## src/rtl/instruction_fetch_if.sv

```systemverilog
// rtl/instruction_fetch_if.sv - fetch stage control, memory and instruction-register signals
interface instruction_fetch_if;
  logic        fetch_en;
  logic        redirect;
  logic [31:0] redirect_pc;
  logic        mem_req;
  logic [31:0] mem_addr;
  logic        mem_ready;
  logic [31:0] mem_rdata;
  logic [31:0] instr_data;
  logic        ir_we;
  logic [31:0] fetch_pc;
  logic        busy;
  logic        fault;
  logic [1:0]  fault_code;

  modport master (
    input  fetch_en, redirect, redirect_pc, mem_ready, mem_rdata,
    output mem_req, mem_addr, instr_data, ir_we, fetch_pc, busy, fault, fault_code
  );

  modport slave (
    output fetch_en, redirect, redirect_pc, mem_ready, mem_rdata,
    input  mem_req, mem_addr, instr_data, ir_we, fetch_pc, busy, fault, fault_code
  );
endinterface

```

## src/rtl/instruction_fetch.sv

```systemverilog
// rtl/instruction_fetch.sv - multicycle fetch stage: PC owner, memory handshake, IR write pulse
module instruction_fetch #(
  parameter logic [31:0] RESET_PC = 32'h0000_0000,
  parameter int unsigned TIMEOUT  = 255
) (
  input  logic                   clk,
  input  logic                   reset,
  instruction_fetch_if.master    bus
);
  typedef enum logic [1:0] {IDLE, REQ, FAULT} state_t;

  // Counter value at which one more empty REQ cycle means the timeout is reached.
  localparam logic [7:0] LAST = 8'(TIMEOUT - 1);

  state_t      state, state_nxt;
  logic [31:0] pc, pc_nxt;
  logic [7:0]  cnt, cnt_nxt;
  logic [31:0] instr_q, instr_nxt;
  logic [31:0] fpc_q, fpc_nxt;
  logic        we_q, we_nxt;
  logic [1:0]  code_q, code_nxt;

  always_ff @(posedge clk or posedge reset) begin
    if (reset) begin
      state   <= IDLE;
      pc      <= RESET_PC;
      cnt     <= 8'd0;
      instr_q <= 32'd0;
      fpc_q   <= 32'd0;
      we_q    <= 1'b0;
      code_q  <= 2'b00;
    end else begin
      state   <= state_nxt;
      pc      <= pc_nxt;
      cnt     <= cnt_nxt;
      instr_q <= instr_nxt;
      fpc_q   <= fpc_nxt;
      we_q    <= we_nxt;
      code_q  <= code_nxt;
    end
  end

  always_comb begin
    state_nxt = state;
    pc_nxt    = pc;
    cnt_nxt   = cnt;
    instr_nxt = instr_q;
    fpc_nxt   = fpc_q;
    we_nxt    = 1'b0;
    code_nxt  = code_q;
    case (state)
      IDLE: begin
        if (bus.redirect) begin
          if (bus.redirect_pc[1:0] == 2'b00) begin
            pc_nxt = bus.redirect_pc;
          end else begin
            state_nxt = FAULT;
            code_nxt  = 2'b01;
          end
        end else if (bus.fetch_en) begin
          state_nxt = REQ;
          cnt_nxt   = 8'd0;
        end
      end
      REQ: begin
        // Redirect wins over a concurrent beat or timeout; the beat is dropped.
        if (bus.redirect) begin
          if (bus.redirect_pc[1:0] == 2'b00) begin
            pc_nxt    = bus.redirect_pc;
            state_nxt = IDLE;
          end else begin
            state_nxt = FAULT;
            code_nxt  = 2'b01;
          end
        end else if (bus.mem_ready) begin
          instr_nxt = bus.mem_rdata;
          fpc_nxt   = pc;
          pc_nxt    = pc + 32'd4;
          we_nxt    = 1'b1;
          state_nxt = IDLE;
        end else if (cnt == LAST) begin
          state_nxt = FAULT;
          code_nxt  = 2'b10;
        end else begin
          cnt_nxt = cnt + 8'd1;
        end
      end
      FAULT: begin
        state_nxt = FAULT;
      end
      default: begin
        state_nxt = FAULT;
      end
    endcase
  end

  // Request and status decode straight from state so reset drops them without a clock.
  assign bus.mem_req    = (state == REQ);
  assign bus.busy       = (state == REQ);
  assign bus.fault      = (state == FAULT);
  assign bus.mem_addr   = pc;
  assign bus.instr_data = instr_q;
  assign bus.fetch_pc   = fpc_q;
  assign bus.ir_we      = we_q;
  assign bus.fault_code = code_q;
endmodule
```

## src/flat_wrapper.sv

```systemverilog
// flat-port wrapper written by rule: the top's interface ports become plain ports
module instruction_fetch_flat 
#(
  parameter logic [31:0] RESET_PC = 32'h0000_0000,
  parameter int unsigned TIMEOUT  = 255
)
  (clk, reset, bus_fetch_en, bus_redirect, bus_redirect_pc, bus_mem_ready, bus_mem_rdata, bus_mem_req, bus_mem_addr, bus_instr_data, bus_ir_we, bus_fetch_pc, bus_busy, bus_fault, bus_fault_code);
  instruction_fetch_if bus_i ();
  input  logic clk;
  input  logic reset;
  input wire logic [$bits(bus_i.fetch_en)-1:0] bus_fetch_en;
  input wire logic [$bits(bus_i.redirect)-1:0] bus_redirect;
  input wire logic [$bits(bus_i.redirect_pc)-1:0] bus_redirect_pc;
  input wire logic [$bits(bus_i.mem_ready)-1:0] bus_mem_ready;
  input wire logic [$bits(bus_i.mem_rdata)-1:0] bus_mem_rdata;
  output wire logic [$bits(bus_i.mem_req)-1:0] bus_mem_req;
  output wire logic [$bits(bus_i.mem_addr)-1:0] bus_mem_addr;
  output wire logic [$bits(bus_i.instr_data)-1:0] bus_instr_data;
  output wire logic [$bits(bus_i.ir_we)-1:0] bus_ir_we;
  output wire logic [$bits(bus_i.fetch_pc)-1:0] bus_fetch_pc;
  output wire logic [$bits(bus_i.busy)-1:0] bus_busy;
  output wire logic [$bits(bus_i.fault)-1:0] bus_fault;
  output wire logic [$bits(bus_i.fault_code)-1:0] bus_fault_code;
  assign bus_i.fetch_en = bus_fetch_en;
  assign bus_i.redirect = bus_redirect;
  assign bus_i.redirect_pc = bus_redirect_pc;
  assign bus_i.mem_ready = bus_mem_ready;
  assign bus_i.mem_rdata = bus_mem_rdata;
  assign bus_mem_req = bus_i.mem_req;
  assign bus_mem_addr = bus_i.mem_addr;
  assign bus_instr_data = bus_i.instr_data;
  assign bus_ir_we = bus_i.ir_we;
  assign bus_fetch_pc = bus_i.fetch_pc;
  assign bus_busy = bus_i.busy;
  assign bus_fault = bus_i.fault;
  assign bus_fault_code = bus_i.fault_code;
  instruction_fetch #(.RESET_PC(RESET_PC), .TIMEOUT(TIMEOUT)) u_core (.clk(clk), .reset(reset), .bus(bus_i));
endmodule
```

## config.mk

```make
export PLATFORM = sky130hd
export DESIGN_NAME = instruction_fetch_flat
export DESIGN_NICKNAME = d
export VERILOG_FILES = /design/src/rtl/instruction_fetch_if.sv /design/src/rtl/instruction_fetch.sv /design/src/flat_wrapper.sv
export SDC_FILE = /design/constraint.sdc
export NUM_CORES = 1
export LEC_CHECK = 0
export CORE_ASPECT_RATIO = 0.8
export CORE_UTILIZATION = 40
export CTS_BUF_LIST = sky130_fd_sc_hd__clkbuf_8
export CTS_CLUSTER_DIAMETER = 100
export DETAILED_ROUTE_END_ITERATION = 12
export PLACE_DENSITY = 0.74
export SLEW_MARGIN = 25
export SYNTH_ARGS = -nofsm -noshare
export SYNTH_HDL_FRONTEND = slang
export SYNTH_SLANG_ARGS = --single-unit
```

## constraint.sdc

```tcl
create_clock -name clk -period 3.4 [get_ports clk]
set_input_delay 0.68 -clock clk [delete_from_list [all_inputs] [get_ports clk]]
set_output_delay 0.68 -clock clk [all_outputs]
set_load 0.005 [all_outputs]
```

==> results of run 1 <==
[cells by family (layout without fill, tap and decap cells)]
logic type                 after synthesis  in the layout  share of synthesized area, %
and+or+nand+nor                        336            336                          29.9
xor gates and xnor gates                 4              4                         0.689
adders and majority gates                3              3                         0.739
DFF                                    109            109                          53.7
muxes                                    3              3                         0.591
buffers and inverters                   39            200                          3.08
AOI/OAI and AO/OA                       89             89                          11.3
[stage by stage]
stage / hold WS [ns] / instances / setup WS, ns / power [mW]
final: 0.482 / 915 / 0.873 / 2.68
after global routing: 0.504 / 915 / 0.770 / 2.80
after CTS: 0.486 / 915 / 0.901 / 2.71
after detailed placement: 0.462 / 899 / 0.510 / 1.77
after global placement: 0.457 / 899 / 0.568 / 1.76
after floorplan: 0.470 / 583 / 1.29 / 1.54
[how the worst max path moves through the flow]
stage | start | to | slack, ns | cells after the start
after floorplan | bus_redirect | u_core.bus.mem_addr[26] | 1.29 | 6
after global placement | bus_redirect | u_core.bus.mem_addr[4] | 0.57 | 5
after detailed placement | bus_redirect | u_core.bus.mem_addr[4] | 0.51 | 5
after CTS | bus_redirect | u_core.bus.mem_addr[4] | 0.90 | 5
after global routing | bus_redirect | u_core.bus.mem_addr[4] | 0.77 | 5
final | bus_redirect | u_core.bus.mem_addr[4] | 0.87 | 5
[worst max-delay path, stage by stage]
cell	delay, ns
clkdlybuf4s50_1	0.67
or4b_1	0.51
nand2_1	0.43
o21ai_0	0.17
a221o_1	0.32
[Yosys cell counts (5+ instances only)]
| cell type | n | area share [%] |
|---|---|---|
| a22oi_1 | 6 | 0.89 |
| buf_1 | 5 | 0.37 |
| o22ai_1 | 8 | 0.99 |
| nand2_1 | 229 | 17 |
| inv_1 | 6 | 0.44 |
| and2_1 | 5 | 0.62 |
| nor4_1 | 6 | 0.74 |
| clkbuf_1 | 22 | 1.6 |
| a211oi_1 | 5 | 0.74 |
| dfrtp_1 | 109 | 54 |
| nand3_1 | 16 | 1.6 |
| nor2_1 | 29 | 2.1 |
| and3_1 | 7 | 0.86 |
| o21ai_0 | 15 | 1.5 |
| nor3_1 | 7 | 0.69 |
| a21oi_1 | 27 | 2.7 |
[per-layer routing]
layer  up-vias  routed length, um  part of all wire (%)  GRT usage, %
met4         0                219                   1.5          7.51
met2       183               6770                    47          35.4
met3        21               1090                   7.5          5.19
met1      2289               6450                    44          31.1
met5         -                  0                     0             0
li1       2286                  -                     -             -
[power by group]
| part | switching, mW | total, mW | internal [mW] |
|---|---|---|---|
| Combinational | 0.109 | 0.301 | 0.193 |
| Sequential | 0.0892 | 1.44 | 1.35 |
| Clock | 0.450 | 0.943 | 0.493 |
[state kept, by name, summed over array words and instances (netlist names)]
signal                 count
u_core.bus.mem_addr       32
u_core.bus.fetch_pc       32
u_core.bus.ir_we           1
u_core.cnt                 8
u_core.bus.fault_code      2
u_core.bus.instr_data     32
u_core.state               2
[layout make-up]
cell class / count / area [um2]
repair buffers: 178 / 1800
clock inverters: 7 / 123
flip-flops and latches: 109 / 2730
multi-input cells: 435 / 2220
fillers: 1077 / 5060
clock buffers: 9 / 124
inverters: 6 / 26.3
well taps: 171 / 214
==> flow_summary_export.csv, run 1 <==
group,metric,value,unit
synth,synth-edff-count,0,
global_routing,pin_count_of_the_biggest_net_entering_global_routing,110,
sta,finalHoldViolCount,0,
global_routing,grt_first_pass_wirelength,22900,um
placed_design,dpl.hpwl,10200,um
cts,tritoncts,"done",
floorplanning,core_area,12300,um2
drt,drt_first_pass_iters,5,
sta,report.final.slew_viol_count,0,
drt,total_routed_wirelength,14500,um
synth,netlist_instances,583,
cts,clkSinkCount,109,
drt,via_count,4779,
placed_design,detailed_place.area,6990,um2
layout,commonest_non_fill_non_tap_cell_in_the_layout,"nand2_1",
global_routing,first_global_vias,4496,
layout,insertedDiodeCount,0,
floorplanning,top_level_ports,171,
setup_path,reg2reg_to,"u_core.bus.mem_addr[30]",
sta,finalCritPeriodShare,74.3,%
cts,worst_case_clock_buffer_depth,2,
synth,syn-num-nets,655,
sta,fmax,396,MHz
synth,post_synth.cell_area_avg,8.72,um2
floorplanning,rows,36,
synth,synth-seq-cells,109,
layout,post-route-cell-area,7230,um2
sta,max-slew-margin-rel,50.0,%
setup_path,worstPathArrival,2.79,ns
power,cellPowerDensity,371,nW/um2
synth,synth-async-reset-ratio,100,%
sta,tightestPinTransition,0.747,ns
drt,detail_route.vias_per_cell,5.22,
setup_path,required,3.66,ns
synth,synth_area,5080,um2
cts,ctsHoldBuffers,0,
drt,ant_nets,0,
placed_design,gp_congestion,0.832,
global_routing,grt-ovfl-total,0,
setup_path,regToRegStartpoint,"u_core.bus.mem_addr[3]",
setup_path,timing.critical_path.to_type,"register",
sta,setup_tns,0,ns
sta,clock_skews,0.00769,ns
cts,path_clk_slew,0.10,ns
layout,nNetsFinal,811,
sta,grt_setup_unrepaired,"no",
cts,cts_root_buf,"clkbuf_8",
cts,postCtsResizedCells,0,
worst_hold_path,holdCritStartpoint,"u_core.bus.instr_data[31]",
drt,drc_errors,0,
synth,ys_seq_area_share,53.7,%
cts,h-tree-depth,3,
layout,post_route_cells_drive_above_1_share,5.51,%
floorplanning,die_width,128,um
floorplanning,design.die.area,13200,um2
worst_hold_path,holdPathStages,2,
power,ir_drop,233,uV
cts,postCtsSetupBuffers,0,
setup_path,reg2regPathDepth,6,
layout,layout.core_utilization,58.8,%
layout,final_cell_mix,"nand2_1, clkdlybuf4s50_1, dfrtp_1",
worst_hold_path,worstHoldPathType,"reg -> reg",
sta,setup-violations-final,0,
floorplanning,chipHeight,103,um
setup_path,reg2reg_setup_slack,1.07,ns
outcome,run_status,"finished clean",
setup_path,critical_path.max_fanout,14,
floorplanning,initial_util,41.3,%
worst_hold_path,endpoint_with_the_worst_hold_slack,"u_core.bus.instr_data[31]",
placed_design,io_buffer_count,170,
sta,period_needed,2.53,ns
synth,synth.distinct_cells,57,
synth,synth-warning-count,0,
cts,insertion_delay,0.38,ns
layout,areaGrowthSynthToFinish,42.3,%
synth,ys_dominant_reg_cell,"dfrtp_1",
job,maxCapViolations,0,
global_routing,grt_usage,22.5,%
power,power_leakage,3.29,nW
drt,wl_per_cell,15.9,um
cts,numCtsBuffers,9,
setup_path,worst_setup_path_start_kind,"input pin",
drt,detail_route.iter0.violations,379,
global_routing,grt_antenna_before_repair,0,
setup_path,critPathKind,"in -> reg",
Note: power is estimated with default switching activity, not from simulation.
==> inputs of run 2 (changes only) <==
- PLACE_DENSITY: 0.74 -> 0.72
- clock period: 3.4 -> 2.6 ns (I/O delays scaled with it)
==> flow_summary_export.csv, run 2 (synthesis results as in run 1) <==
group,metric,value,unit
power,pwr-share-clk,33.4,%
cts,tritoncts,"done",
cts,h-tree-depth,3,
sta,finalHoldViolCount,0,
drt,drc_errors,0,
cts,cts_root_buf,"clkbuf_8",
drt,drt_first_pass_iters,5,
sta,finalCritPeriodShare,86.8,%
layout,nNetsFinal,823,
setup_path,worst_setup_path_start_kind,"register",
layout,areaGrowthSynthToFinish,43.9,%
placed_design,dpl.hpwl,11000,um
placed_design,io_buffer_count,170,
setup_path,largest_delay_share_family_worst_path,"simple AND/OR/NAND/NOR gates",
drt,detail_route.vias_per_cell,5.30,
power,net-switching-power,0.855,mW
power,internal_power,2.59,mW
outcome,run_status,"finished clean",
setup_path,worstPathArrival,2.58,ns
drt,detail_route.iter0.violations,276,
worst_hold_path,worstHoldPathType,"reg -> reg",
layout,post_route_cells_drive_above_1_share,6.88,%
sta,setup-violations-final,0,
cts,path_clk_slew,0.10,ns
floorplanning,top_level_ports,171,
layout,commonest_non_fill_non_tap_cell_in_the_layout,"nand2_1",
power,power.share.combinational,12.0,%
drt,wl_per_cell,16.5,um
drt,total_routed_wirelength,15300,um
floorplanning,chipHeight,103,um
power,pwr-share-seq,54.6,%
sta,max-slew-margin-rel,45.4,%
cts,insertion_delay,0.38,ns
global_routing,grt_first_pass_wirelength,23900,um
placed_design,gp_congestion,0.868,
sta,fmax,443,MHz
floorplanning,rows,36,
setup_path,timing.critical_path.to_type,"register",
cts,clkSinkCount,109,
sta,grt_setup_unrepaired,"no",
global_routing,grt_usage,23.6,%
power,report.power.total,3.45,mW
global_routing,pin_count_of_the_biggest_net_entering_global_routing,73,
setup_path,critical_path.max_fanout,7,
floorplanning,die_width,128,um
global_routing,grt_antenna_before_repair,0,
cts,worst_case_clock_buffer_depth,2,
setup_path,crit_path_top_delay_cell,"dfrtp_1",
floorplanning,core_area,12300,um2
setup_path,critPathKind,"reg -> reg",
cts,postCtsSetupBuffers,0,
global_routing,first_global_vias,4644,
power,power_leakage,3.35,nW
sta,clock_skews,0.00685,ns
sta,tightestPinTransition,0.816,ns
global_routing,grt-ovfl-total,0,
setup_path,cp_cell_sequence,"ha_1 -> nand3_2 -> or2_4 -> or2_0 -> or4_1 -> nand3_1",
cts,postCtsResizedCells,0,
sta,report.final.slew_viol_count,0,
layout,insertedDiodeCount,0,
power,ir_drop,320,uV
cts,ctsHoldBuffers,0,
floorplanning,design.die.area,13200,um2
drt,ant_nets,0,
drt,via_count,4913,
job,maxCapViolations,0,
setup_path,required,2.92,ns
floorplanning,initial_util,41.3,%
power,cellPowerDensity,471,nW/um2
power,power_switching_share,24.8,%
layout,final_cell_mix,"nand2_1, clkdlybuf4s50_1, dfrtp_1",
sta,setup_tns,0,ns
cts,numCtsBuffers,9,
setup_path,critPathMaxStageDelay,0.54,ns
sta,period_needed,2.26,ns
sta,whs,0.480,ns
setup_path,critical_path.n_buffers_inverters,0,
run 2: layout make-up:
| class | count | area, um2 |
|---|---|---|
| Multi-Input combinational cell | 435 | 2220 |
| Sequential cell | 109 | 2730 |
| Clock buffer | 10 | 138 |
| Clock inverter | 6 | 87.6 |
| Inverter | 6 | 26.3 |
| Fill cell | 1052 | 4980 |
| Timing Repair Buffer | 190 | 1900 |
| Tap cell | 171 | 214 |
run 2: path summary, 6_finish.rpt:
kind	start	end	slack, ns	depth (start not counted)
max in group asynchronous	reset	u_core.bus.instr_data[29]	1.63	3
hold / removal	u_core.bus.instr_data[31]	u_core.bus.instr_data[31]	0.48	2
setup / recovery	u_core.bus.mem_addr[3]	u_core.bus.mem_addr[30]	0.34	6
min in group asynchronous	reset	u_core.bus.instr_data[13]	0.59	3
setup reg to reg	u_core.bus.mem_addr[3]	u_core.bus.mem_addr[30]	0.34	6
hold reg to reg	u_core.bus.instr_data[31]	u_core.bus.instr_data[31]	0.48	2
run 2: stage by stage:
step           worst slack (ns)  cell area, um2  cells  utilization [%]
2_1_floorplan             0.553            5080    583                -
3_3_place_gp              0.190            7090    911             57.6
3_5_place_dp             0.0550            7090    911             57.6
4_1_cts                   0.345            7310    927             59.5
5_1_grt                   0.185            7310    927             59.5
6_report                  0.343            7310    927             59.5
run 2: worst reg2reg max path: stages, from the launching register on:
cell and delay (ns):
dfrtp_1 0.54, ha_1 0.28, nand3_2 0.10, or2_4 0.30
or2_0 0.37, or4_1 0.53, nand3_1 0.10
run 2: per-layer routing:
metal | vias to the layer above | global-route usage (%) | routed length, um
met3 | 32 | 5.55 | 1080
li1 | 2313 | - | -
met5 | - | 0 | 0
met4 | 0 | 10.5 | 432
met1 | 2368 | 32.3 | 6810
met2 | 200 | 36.1 | 6980
run 2: power groups by stage:
stage | clock network (mW) | logic, mW | registers, mW
2_1_floorplan | 0 | 0.128 | 1.88
3_3_place_gp | 0 | 0.407 | 1.91
3_5_place_dp | 0 | 0.415 | 1.91
4_1_cts | 1.17 | 0.419 | 1.88
5_1_grt | 1.25 | 0.451 | 1.89
6_report | 1.15 | 0.414 | 1.88
==> inputs of run 3 (changes only) <==
- CORE_UTILIZATION: 40 -> 47
- GPL_TIMING_DRIVEN: not set -> 1
- PLACE_DENSITY: 0.72 -> 0.82
==> flow_summary_export.csv, run 3 (synthesis results as in run 1) <==
group,metric,value,unit
outcome,run_status,"finished clean",
drt,detail_route.vias_per_cell,5.51,
power,ir_drop,330,uV
drt,total_routed_wirelength,15100,um
cts,insertion_delay,0.39,ns
floorplanning,top_level_ports,171,
placed_design,post-place-ws,0.137,ns
cts,cts_root_buf,"clkbuf_8",
setup_path,crit_path_top_delay_cell,"dfrtp_1",
floorplanning,die_width,118,um
drt,drc_errors,0,
setup_path,worstPathArrival,2.65,ns
setup_path,critical_path.n_buffers_inverters,0,
worst_hold_path,holdPathStages,2,
global_routing,grt-ovfl-total,0,
sta,setup_tns,0,ns
setup_path,timing.critical_path.to_type,"register",
power,power_leakage,3.37,nW
floorplanning,initial_util,49.0,%
setup_path,cp_cell_sequence,"ha_1 -> nand3_2 -> or2_4 -> or2_0 -> or4_1 -> nand3_1",
layout,layout.core_utilization,70.3,%
cts,ctsHoldBuffers,0,
sta,finalCritPeriodShare,89.2,%
floorplanning,design.die.area,11200,um2
placed_design,dp_cells,883,
layout,final_cell_mix,"nand2_1, clkdlybuf4s50_1, dfrtp_1",
placed_design,detailed_place.area,7060,um2
drt,ant_nets,0,
layout,nNetsFinal,826,
power,cellPowerDensity,479,nW/um2
setup_path,critPathMaxStageDelay,0.53,ns
cts,h-tree-depth,3,
cts,worst_case_clock_buffer_depth,2,
cts,postCtsResizedCells,0,
sta,clock_skews,0.00984,ns
global_routing,grt_first_pass_wirelength,24100,um
global_routing,pin_count_of_the_biggest_net_entering_global_routing,39,
setup_path,required,2.93,ns
floorplanning,chipHeight,95,um
placed_design,io_buffer_count,170,
sta,max-slew-margin-rel,45.9,%
sta,period_needed,2.32,ns
setup_path,cp.depth,6,
power,report.power.total,3.49,mW
global_routing,first_global_vias,4831,
layout,commonest_non_fill_non_tap_cell_in_the_layout,"nand2_1",
sta,report.final.slew_viol_count,0,
sta,whs,0.482,ns
job,maxCapViolations,0,
setup_path,critPathKind,"reg -> reg",
drt,detail_route.iter0.violations,364,
placed_design,gp_congestion,0.891,
sta,finalHoldViolCount,0,
drt,via_count,4949,
layout,insertedDiodeCount,0,
layout,post_route_cells_drive_above_1_share,7.12,%
setup_path,reg2regPathDepth,6,
setup_path,critical_path.max_fanout,7,
cts,clkSinkCount,109,
worst_hold_path,worstHoldPathType,"reg -> reg",
setup_path,largest_delay_share_family_worst_path,"simple AND/OR/NAND/NOR gates",
sta,fmax,431,MHz
layout,final-instance-count-excl-fill,898,
layout,post-route-cell-area,7290,um2
global_routing,grt_antenna_before_repair,0,
setup_path,worst_setup_path_start_kind,"register",
floorplanning,rows,33,
drt,drt_first_pass_iters,5,
sta,setup-violations-final,0,
sta,grt_setup_unrepaired,"no",
layout,areaGrowthSynthToFinish,43.4,%
floorplanning,core_area,10400,um2
drt,wl_per_cell,16.8,um
cts,tritoncts,"done",
cts,numCtsBuffers,9,
placed_design,dpl.hpwl,11000,um
sta,tightestPinTransition,0.809,ns
cts,path_clk_slew,0.10,ns
sta,setup_ws_final,0.282,ns
cts,postCtsSetupBuffers,0,
global_routing,grt_usage,27.4,%
run 3: cell types whose count changed in the layout (fill, tap and decap cells not counted), sizes merged:
cell,previous run,this run
clkbuf,10,9
clkinv,1,2
clkinvlp,3,1
bufinv,2,3
buf,20,23
run 3: path summary, 6_finish.rpt:
kind                                            from                        end  slack (ns)
setup / recovery              u_core.bus.mem_addr[3]    u_core.bus.mem_addr[30]        0.28
min in group asynchronous                      reset   u_core.bus.instr_data[9]        0.60
setup reg to reg              u_core.bus.mem_addr[3]    u_core.bus.mem_addr[30]        0.28
hold / removal             u_core.bus.instr_data[26]  u_core.bus.instr_data[26]        0.48
hold reg to reg            u_core.bus.instr_data[26]  u_core.bus.instr_data[26]        0.48
max in group asynchronous                      reset              u_core.cnt[2]        1.42
run 3: power breakdown:
group	switching, mW	total [mW]	internal [mW]
logic	0.156	0.421	0.265
clock network	0.562	1.19	0.628
registers	0.113	1.88	1.76
total	0.831	3.49	2.66
run 3: layout make-up:
cell class	count	area [um2]
fillers	781	3080
multi-input cells	435	2220
repair buffers	193	1910
clock inverters	6	104
well taps	140	175
inverters	6	26.3
flip-flops and latches	109	2730
clock buffers	9	124
run 3: worst min-delay path, stage by stage, from the launching register on:
cell     delay (ns)
dfrtp_1        0.35
nand2_1        0.05
nand2_1        0.05
run 3: metal layers:
layer  vias up  wire length, um  GRT usage [%]
met5         -                0              0
li1       2315                -              -
met2       237             7250           45.7
met3        23             1140           5.74
met1      2374             6460           36.2
met4         0              215           8.33
